## config.mk

```make
export PLATFORM = sky130hd
export DESIGN_NAME = calc_op_sequencer
export DESIGN_NICKNAME = d
export VERILOG_FILES = /design/src/rtl/calc_pkg.sv /design/src/rtl/calc_op_decode.sv /design/src/rtl/calc_op_sequencer.sv
export SDC_FILE = /design/constraint.sdc
export NUM_CORES = 1
export LEC_CHECK = 0
export ABC_AREA = 1
export BUFFER_PORTS_ARGS = -buffer_cell sky130_fd_sc_hd__buf_2
export CAP_MARGIN = 20
export CELL_PAD_IN_SITES_DETAIL_PLACEMENT = 1
export CELL_PAD_IN_SITES_GLOBAL_PLACEMENT = 1
export CORE_MARGIN = 5
export CORE_UTILIZATION = 25
export DETAILED_ROUTE_END_ITERATION = 16
export GPL_ROUTABILITY_DRIVEN = 1
export PLACE_DENSITY = 0.73
export SLEW_MARGIN = 10
export SYNTH_ARGS = -nofsm -noshare
export SYNTH_HDL_FRONTEND = slang
export SYNTH_HIERARCHICAL = 1
export SYNTH_SLANG_ARGS = --single-unit
```

## constraint.sdc

```tcl
create_clock -name clk -period 1.9 [get_ports clk]
set_clock_uncertainty 0.05 [all_clocks]
set_input_delay 0.095 -clock clk [delete_from_list [all_inputs] [get_ports clk]]
set_output_delay 0.095 -clock clk [all_outputs]
set_load 0.02 [all_outputs]
```

## src/rtl/calc_pkg.sv

```systemverilog
`default_nettype none
// ============================================================================
// Module   : calc_pkg
// Purpose  : Shared constants for the calculator operation sequencer:
//            button_cclt opcode values, execution-unit indices and the
//            sequencer FSM state encoding.
// Ports    : none (package)
// Revision : 1.0 - initial release
// ============================================================================
package calc_pkg;

    // Opcodes that need a multi-cycle execution unit
    localparam logic [4:0] OP_MUL_INT     = 5'b00010;
    localparam logic [4:0] OP_MUL_INT_ALT = 5'b10010;
    localparam logic [4:0] OP_DIV_INT     = 5'b00011;
    localparam logic [4:0] OP_DIV_FLOAT   = 5'b00111;
    localparam logic [4:0] OP_DIV_INT_U   = 5'b10011;

    // Unit indices; also the bit positions in unit_start / unit_done
    localparam int NUM_UNITS = 4;
    localparam int UNIT_MUL  = 0;
    localparam int UNIT_DIV  = 1;
    localparam int UNIT_FDIV = 2;
    localparam int UNIT_DIVU = 3;

    // Sequencer FSM encoding
    localparam int                 STATE_W = 2;
    localparam logic [STATE_W-1:0] S_IDLE  = 2'd0;
    localparam logic [STATE_W-1:0] S_ISSUE = 2'd1;
    localparam logic [STATE_W-1:0] S_WAIT  = 2'd2;
    localparam logic [STATE_W-1:0] S_RESP  = 2'd3;

endpackage
`default_nettype wire

```

## src/rtl/calc_op_decode.sv

```systemverilog
`default_nettype none
// ============================================================================
// Module   : calc_op_decode
// Purpose  : Combinational opcode decode. Maps a button_cclt opcode onto a
//            one-hot execution-unit select, or flags it as a single-cycle
//            opcode handled outside the sequencer.
// Ports    : i_op      - 5-bit opcode
//            o_unit_oh - one-hot unit select (all zero for bypass)
//            o_bypass  - opcode is not handled by any execution unit
// Revision : 1.0 - initial release
// ============================================================================
module calc_op_decode
    import calc_pkg::*;
(
    input  logic [4:0]           i_op,
    output logic [NUM_UNITS-1:0] o_unit_oh,
    output logic                 o_bypass
);

    always_comb begin
        o_unit_oh = '0;
        o_bypass  = 1'b0;
        case (i_op)
            OP_MUL_INT,
            OP_MUL_INT_ALT: o_unit_oh[UNIT_MUL]  = 1'b1;
            OP_DIV_INT:     o_unit_oh[UNIT_DIV]  = 1'b1;
            OP_DIV_FLOAT:   o_unit_oh[UNIT_FDIV] = 1'b1;
            OP_DIV_INT_U:   o_unit_oh[UNIT_DIVU] = 1'b1;
            default:        o_bypass             = 1'b1;
        endcase
    end

endmodule
`default_nettype wire

```

## src/rtl/calc_op_sequencer.sv

```systemverilog
`default_nettype none
// ============================================================================
// Module   : calc_op_sequencer
// Purpose  : Accepts one calculator operation at a time, issues a start pulse
//            to the matching multi-cycle unit, waits for its done pulse (with
//            a timeout) and returns a one-cycle response. Single-cycle
//            opcodes are acknowledged immediately as bypass.
// Ports    : clk, rst                      - clock, sync active-high reset
//            req_valid/req_ready/req_op/
//            req_a/req_b                   - request handshake and operands
//            unit_start/unit_a/unit_b      - unit start pulse and operands
//            unit_done/unit_result/unit_err- unit completion interface
//            res_valid/res_data/res_err/
//            res_timeout/res_bypass        - one-cycle response
//            last_result                   - last non-bypass result
//            busy                          - sequencer not idle
// Revision : 1.0 - initial release
// ============================================================================
module calc_op_sequencer #(
    parameter int TIMEOUT_CYCLES = 64,
    parameter int CNT_W          = 7
) (
    input  logic        clk,
    input  logic        rst,
    input  logic        req_valid,
    output logic        req_ready,
    input  logic [4:0]  req_op,
    input  logic [63:0] req_a,
    input  logic [31:0] req_b,
    output logic [3:0]  unit_start,
    output logic [63:0] unit_a,
    output logic [31:0] unit_b,
    input  logic [3:0]  unit_done,
    input  logic [63:0] unit_result,
    input  logic        unit_err,
    output logic        res_valid,
    output logic [63:0] res_data,
    output logic        res_err,
    output logic        res_timeout,
    output logic        res_bypass,
    output logic [63:0] last_result,
    output logic        busy
);
    import calc_pkg::*;

    // Counter value seen in the last WAIT cycle before the abort: the
    // increment out of that cycle would make the count reach TIMEOUT_CYCLES.
    localparam logic [CNT_W-1:0] c_cnt_last = CNT_W'(TIMEOUT_CYCLES - 1);

    logic [STATE_W-1:0]   r_state;
    logic [STATE_W-1:0]   w_next_state;
    logic [NUM_UNITS-1:0] r_sel;
    logic [CNT_W-1:0]     r_cnt;
    logic [63:0]          r_a;
    logic [31:0]          r_b;
    logic [63:0]          r_res_data;
    logic                 r_res_err;
    logic                 r_res_timeout;
    logic                 r_res_bypass;
    logic [63:0]          r_last_result;

    logic [NUM_UNITS-1:0] w_dec_unit;
    logic                 w_dec_bypass;
    logic                 w_accept;
    logic                 w_done_hit;
    logic                 w_timeout;

    calc_op_decode u_decode (
        .i_op      (req_op),
        .o_unit_oh (w_dec_unit),
        .o_bypass  (w_dec_bypass)
    );

    assign w_accept   = req_valid && (r_state == S_IDLE);
    // Only the unit that was started can complete the operation
    assign w_done_hit = |(unit_done & r_sel);
    assign w_timeout  = (r_cnt == c_cnt_last);

    // ---------------------------------------------------------------- state
    always_ff @(posedge clk) begin
        if (rst) begin
            r_state <= S_IDLE;
        end else begin
            r_state <= w_next_state;
        end
    end

    // ----------------------------------------------------------- next state
    always_comb begin
        w_next_state = r_state;
        case (r_state)
            S_IDLE:  if (w_accept) w_next_state = w_dec_bypass ? S_RESP : S_ISSUE;
            S_ISSUE: w_next_state = S_WAIT;
            S_WAIT:  if (w_done_hit || w_timeout) w_next_state = S_RESP;
            S_RESP:  w_next_state = S_IDLE;
            default: w_next_state = S_IDLE;
        endcase
    end

    // -------------------------------------------------------------- outputs
    always_comb begin
        req_ready  = (r_state == S_IDLE);
        busy       = (r_state != S_IDLE);
        unit_start = (r_state == S_ISSUE) ? r_sel : '0;
        res_valid  = (r_state == S_RESP);
    end

    // ------------------------------------------------------------- datapath
    always_ff @(posedge clk) begin
        if (rst) begin
            r_sel         <= '0;
            r_cnt         <= '0;
            r_a           <= '0;
            r_b           <= '0;
            r_res_data    <= '0;
            r_res_err     <= 1'b0;
            r_res_timeout <= 1'b0;
            r_res_bypass  <= 1'b0;
            r_last_result <= '0;
        end else begin
            case (r_state)
                S_IDLE: begin
                    // Operands only change here, so they stay stable for the
                    // whole ISSUE..RESP window.
                    if (w_accept) begin
                        r_sel <= w_dec_unit;
                        r_a   <= req_a;
                        r_b   <= req_b;
                        if (w_dec_bypass) begin
                            r_res_data    <= '0;
                            r_res_err     <= 1'b0;
                            r_res_timeout <= 1'b0;
                            r_res_bypass  <= 1'b1;
                        end
                    end
                end
                S_ISSUE: r_cnt <= '0;
                S_WAIT: begin
                    // Done takes priority over a simultaneous timeout
                    if (w_done_hit) begin
                        r_res_data    <= unit_result;
                        r_res_err     <= unit_err;
                        r_res_timeout <= 1'b0;
                        r_res_bypass  <= 1'b0;
                        r_last_result <= unit_result;
                    end else if (w_timeout) begin
                        r_res_data    <= '0;
                        r_res_err     <= 1'b1;
                        r_res_timeout <= 1'b1;
                        r_res_bypass  <= 1'b0;
                    end else begin
                        r_cnt <= r_cnt + CNT_W'(1);
                    end
                end
                default: ;
            endcase
        end
    end

    assign unit_a      = r_a;
    assign unit_b      = r_b;
    assign res_data    = r_res_data;
    assign res_err     = r_res_err;
    assign res_timeout = r_res_timeout;
    assign res_bypass  = r_res_bypass;
    assign last_result = r_last_result;

endmodule
`default_nettype wire

```

# After elaboration in Yosys (flattened, before gate mapping)
# Cells that the tools add are included.
# Widths: inputs -> output; s select.
# op_classes
mux	29
n_lt_le_gt_ge	0
eq_ne	15
n_shift	0
multipliers	0
div_mod_pow	0
bitwise_logic	1
add_sub_neg	1
reduce_logical	14
# ops
op	count
$mux 64	4
$pmux 64 s2	1
$mux 7	2
$pmux 7 s2	1
$mux 1	13
$eq 5x2->1 const B	2
$eq 5x5->1 const B	2
$ne 2x2->1 const B	4
$pmux 2 s4	1
$add 7x1->7 const B	1
$eq 7x6->1 const B	1
$mux 2	3
$pmux 1 s2	3
$reduce_and 2->1	3
$reduce_bool 2->1	3
$eq 5x3->1 const B	1
$reduce_or 5->1	1
$and 4x4->4	1
$eq 2x2->1 const B	2
$mux 4	1
$reduce_and 4->1	1
$reduce_or 4->1	1
$ne 3x3->1 const B	1
$reduce_and 3->1	1
6 further kinds	6
# word_totals
word_cells	70
rom_bits	0
register_bits	240
ram_bits	0
latchBits	0
memories	0
out_inout_bits	234

# Longest topological paths before layout
# logic_depth
word_depth	5
ltp_mapped	13

# Modules after synthesis
# Netlist, hierarchy kept.
# by_module_without_submodules
module	cells_per_inst	instances	area_each_um2	seq_area_each_um2
calc_op_sequencer	1303	1	9258.9	4804.6
calc_op_decode	17	1	85.1	0.0

# Worst setup path before layout
# Ideal clock, no wire load.
# synth_path
kind	reg2reg
from	reg r_state[0]
to	reg r_res_data[32], in the netlist res_data[32]
required_ps	1737
slack_ps	25
setup_ps	113
period_less_slack_ps	1875
t_arrival_ps	1712
n_path_buf	3
path_stages_with_launch	12
path_cell_list	dfxtp_1 inv_1 ha_1 inv_2 or2_1 clkbuf_1 nand3_4 buf_6 buf_6 nand2_1 nand2_1 nor2_1
# synth_between
elab_chain_len	4
# synth_rtl
element	line	text
start, declared	calc_op_sequencer.sv:50	logic [STATE_W-1:0] r_state;
start signal, assigned	calc_op_sequencer.sv:84	r_state <= w_next_state;
$logic_not 2->1 (*)	n/a	
named net req_ready	calc_op_sequencer.sv:26	output logic req_ready,
$logic_and 1x1->1	calc_op_sequencer.sv:74	assign w_accept = req_valid && (r_state == S_IDLE);
$ne 2x1->1 (no source line)	n/a	
$reduce_and 4->1 (no source line)	n/a	
end signal, assigned	calc_op_sequencer.sv:141	r_res_data <= unit_result;
end, declared	calc_op_sequencer.sv:56	logic [63:0] r_res_data;
# Mark *: on every way through the listed nets, which the timed path passes. The rest lies on a longest branch.
# A chain may end at the register's enable or synchronous reset.

# Worst setup path after layout
# layout_path
from	reg r_cnt[1]
to	reg r_res_data[23], in the netlist res_data[23]
# layout_between
elab_chain_len	3
# layout_rtl
element	line	text
start, declared	calc_op_sequencer.sv:53	logic [CNT_W-1:0] r_cnt;
start signal, assigned	calc_op_sequencer.sv:152	r_cnt <= r_cnt + CNT_W'(1);
$eq 7x6->1	calc_op_sequencer.sv:77	assign w_timeout = (r_cnt == c_cnt_last);
$ne 3x3->1 (no source line)	n/a	
$reduce_and 4->1 (no source line)	n/a	
# No other way between the ends.

==> results.txt <==
The startpoint identified for the worst register-to-register timing path is r_cnt[1]$_SDFFE_PP0P_. The slew of the pin with the lowest slew margin is 0.794 ns. The number of global-route vias before repair was 11459.

The met2 capacity usage during global routing is 33.5%. After floorplanning, the core was divided into 70 placement rows. In this design, the critical path's most frequently occurring cell is nand2_1. The upper clock frequency limit is 552 MHz.

The synthesized netlist devotes 28.0% of its cell area to simple gates. The post-synthesis mux area share is 0%. The pre-CTS setup slack is -0.0366 ns.

In this run the most critical hold path is launched from req_op[3]. The final hold violation count is 0. The minimum clock period after layout came out at 1.81 ns. The synthesized netlist cell count is 1320. The initial antenna violation count is 2. The insertion delay of the later-clocked pin in the worst-skew pair came out at 0.56 ns. The area fraction of the dominant cell type after synthesis is 51.4%. The remaining antenna violation count after routing came out at 0. The y dimension of the die came out at 203 um. The cell total after placement came out at 2143. The compound-cell area share of the yosys netlist is 9.72%. The register clock-pin slew on the reported worst setup and hold paths is 0.06 ns. The number of filler instances in the final layout is 4529.

The buffers plus inverters on the worst setup path is 2. The path category of the worst min-delay check is input pin to flop. The async set or reset register ratio after synthesis is 0%.

The average wire per cell in the routed design came out at 17.1 um. The residual DRC count is 0. The final worst-path setup slack came out at 0.0891 ns. The post-synthesis cell area is 0.00934 sq mm. Averaged over all synthesized cells, the footprint is 7.08 sq um. The clock buffer count from CTS is 28. The first detailed-routing pass ran for 4 iterations. The number of synthesized flops with an enable pin is 0. The fraction of layout instances using a drive strength above 1 is 27.2%. The overall via count from detail_route came out at 10560. The most used flip-flop cell after synthesis is dfxtp_1. The cell taking the most area after synthesis is dfxtp_1. 407 I/O pins were placed. The pin count of the biggest net entering global routing is 82. The startpoint type of the worst setup path is a flop. In this run the tool buffered the top-level ports with 406 buffer cells. The reported max-cap violation count came out at 0. The max-slew violation total from the final report came out at 0. The worst path required time came out at 2.33 ns. The final setup TNS is 0 ns. The static leakage is 7.51 nW. The unique cell type count in the Yosys netlist is 26. No sink is reached through more buffers than the 3 on the longest clock path.

The type of element capturing the critical path is a flop. During synthesis, Yosys emitted a total of 6 warnings. The library cell contributing the largest single delay on the critical path is dfxtp_2.

TritonCTS built the clock tree. The number of nets produced by synthesis is 1498. On the critical path the largest part of the delay comes from simple AND/OR/NAND/NOR gates. By area the synthesized netlist is led by dfxtp_1 (51%), nor2_1 (13%), nand2_1 (11%). In this run the tightest slew margin relative to its limit is 47.1%.

The setup path with the least slack is of type flop to flop. Counting instances in the post-synthesis netlist gives the leading cell types as nor2_1 (324), nand2_1 (279), dfxtp_1 (240). The root buffer cell chosen for the clock tree is clkbuf_16. The relative area change from synthesis to final layout is 57.9%.

The flow ran to the end, and the final reports show no timing, DRC or antenna violations. The area of the placeable core is 0.0368 sq mm. The post-detailed-route via-to-cell ratio is 4.46. The global placer's final weighted congestion is 0.805. The aggregate global-route resource usage is 18.2%. After the first detailed-routing iteration, the DRC count stood at 269. The signal on the critical path passes through ha_2 -> nand2_2 -> nor2_2 -> nand2_1 -> nand3_2 -> nand3_4 -> buf_4 -> buf_16 -> nand2_1 -> nand2_1 -> nor2_1. In this run the critical register-to-register path is captured at res_data[23]$_SDFFE_PP0P_. For this run, the number of standard cells in the final layout without fillers is 2369.

The remaining global-route overflow came out at 0. The areal power density over the cells came out at 1650 mW/mm^2. The final layout contains 2058 nets. After synthesis, the largest family of logic cells by area is simple AND/OR/NAND/NOR gates. The setup violation total in the final timing report came out at 0.

Global routing used 5.07% of the available met3 tracks. The die outline area is 0.0413 sq mm. The width of the die came out at 203 um. The flip-flop and latch count after synthesis came out at 240. Summed over all nets, the half-perimeter wirelength after detailed placement is 25900 um. The routed wire length came out at 40600 um. The final period utilization came out at 95.3%.

The first global-routing pass estimated 62000 um of wire. For this run, the register share of the synthesized area comes to 51.4%. The largest single stage delay on the critical path is 0.36 ns. The synthesized-area fraction occupied by adder cells is 0.670%.

The total clock sinks came out at 240. The worst hold path passes through 6 cells. The most repeated cell in the gate-level netlist after synthesis is nor2_1. The initial core utilization is 25.4%. Along the worst path, the maximum fanout reaches 16. The data arrival time of the critical path came out at 2.25 ns.

The register-to-register setup slack came out at 0.09 ns. The global routing met1 resource utilization came out at 20.5%. The terminating pin of the worst hold path is r_sel[0]$_SDFFE_PP0P_.

The number of cells on the worst reg-to-reg path came out at 11. The worst hold margin came out at 0.0153 ns. IR analysis of the VDD net gives a maximum drop of 0.000858 V. The XOR/XNOR share of the synthesized area is 0.0937%. The CTS H-tree depth came out at 1.

The most utilized layer in the global route result is met2.
-- through the flow --
stage	area, sq um	util (%)	power, W
after floorplan	9340	-	0.0142
after global placement	12000	32.6	0.0175
after detailed placement	12000	32.6	0.0179
after CTS	14600	39.7	0.0238
after global routing	14800	40.1	0.0262
final	14800	40.1	0.0244
-- kinds of logic after synthesis --
logic type / Yosys count
compound gates: 180
xor+xnor: 1
fa+ha+maj: 5
buf+inv: 236
flops: 240
simple gates: 658
-- how the worst max path moves through the flow --
| stage | start | endpoint | depth (start not counted) |
|---|---|---|---|
| final | r_cnt[1]$_SDFFE_PP0P_ | res_data[23]$_SDFFE_PP0P_ | 11 |
| after global routing | r_cnt[1]$_SDFFE_PP0P_ | res_data[23]$_SDFFE_PP0P_ | 11 |
| after CTS | r_cnt[0]$_SDFFE_PP0P_ | r_cnt[2]$_SDFFE_PP0P_ | 10 |
| after detailed placement | r_state[0]$_SDFFE_PP0P_ | r_state[1]$_SDFFE_PP0P_ | 9 |
| after global placement | r_state[0]$_SDFFE_PP0P_ | res_data[33]$_SDFFE_PP0P_ | 9 |
| after floorplan | r_state[0]$_SDFFE_PP0P_ | res_data[32]$_SDFFE_PP0P_ | 11 |
-- final cells by class --
class	count	area, sq um	area share [%]
Tap cell	468	586	3.97
Clock buffer	42	843	5.71
Antenna cell	2	5.00	0.0339
Sequential cell	240	4810	32.6
Timing Repair Buffer	612	4220	28.6
Inverter	154	581	3.93
Clock inverter	7	80.1	0.543
Multi-Input combinational cell	844	3630	24.6
-- layer usage --
layer  wire (um)  part of all wire, %
met5           0                    0
met4        1270                  3.1
met3        2960                  7.3
met2       20000                   49
met1       16300                   40
-- layout by cell type (no fill, tap or decap), types with 3 or more instances in the layout --
cell type	count
clkinv_1	18
nor2_2	4
clkbuf_16	31
nand2_1	275
nor2_1	323
buf_4	22
dlygate4sd3_1	167
clkbuf_8	9
clkbuf_1	5
nand4_1	21
buf_2	406
nor2_4	3
inv_2	5
nand2_2	5
o21ai_0	104
dfxtp_1	238
a21oi_1	73
inv_1	130
nand3_1	22
buf_12	10
-- power breakdown --
| part | internal, W | switching, W | leakage (nW) |
|---|---|---|---|
| Clock | 0.00318 | 0.00220 | 0.449 |
| Sequential | 0.00661 | 0.000858 | 1.97 |
| Combinational | 0.00405 | 0.00749 | 5.09 |
| Total | 0.0138 | 0.0105 | 7.51 |
-- worst register-to-register path, cell delays in order (launching register included) --
cell and delay (ns):
dfxtp_2 0.36, ha_2 0.21, nand2_2 0.08, nor2_2 0.13
nand2_1 0.08, nand3_2 0.12, nand3_4 0.09, buf_4 0.16
buf_16 0.15, nand2_1 0.09, nand2_1 0.07, nor2_1 0.15
-- what timing repair did --
| action | in CTS | in global routing |
|---|---|---|
| endpoints found under the setup margin | 40 | 67 |
| hold buffers | 167 | 0 |
| hold endpoints to repair | 231 | 0 |
| resized for setup | 3 | 15 |
| gates cloned | 0 | 4 |
| setup buffers | 0 | 4 |
-- flip-flops by register name, summed over array words and instances (netlist names) --
| register | count |
|---|---|
| res_timeout | 1 |
| last_result | 64 |
| unit_b | 32 |
| res_data | 64 |
| unit_a | 64 |
| res_bypass | 1 |
| r_cnt | 7 |
| res_err | 1 |
| r_sel | 4 |
| r_state | 2 |
Note: power is estimated with default switching activity, not from simulation.
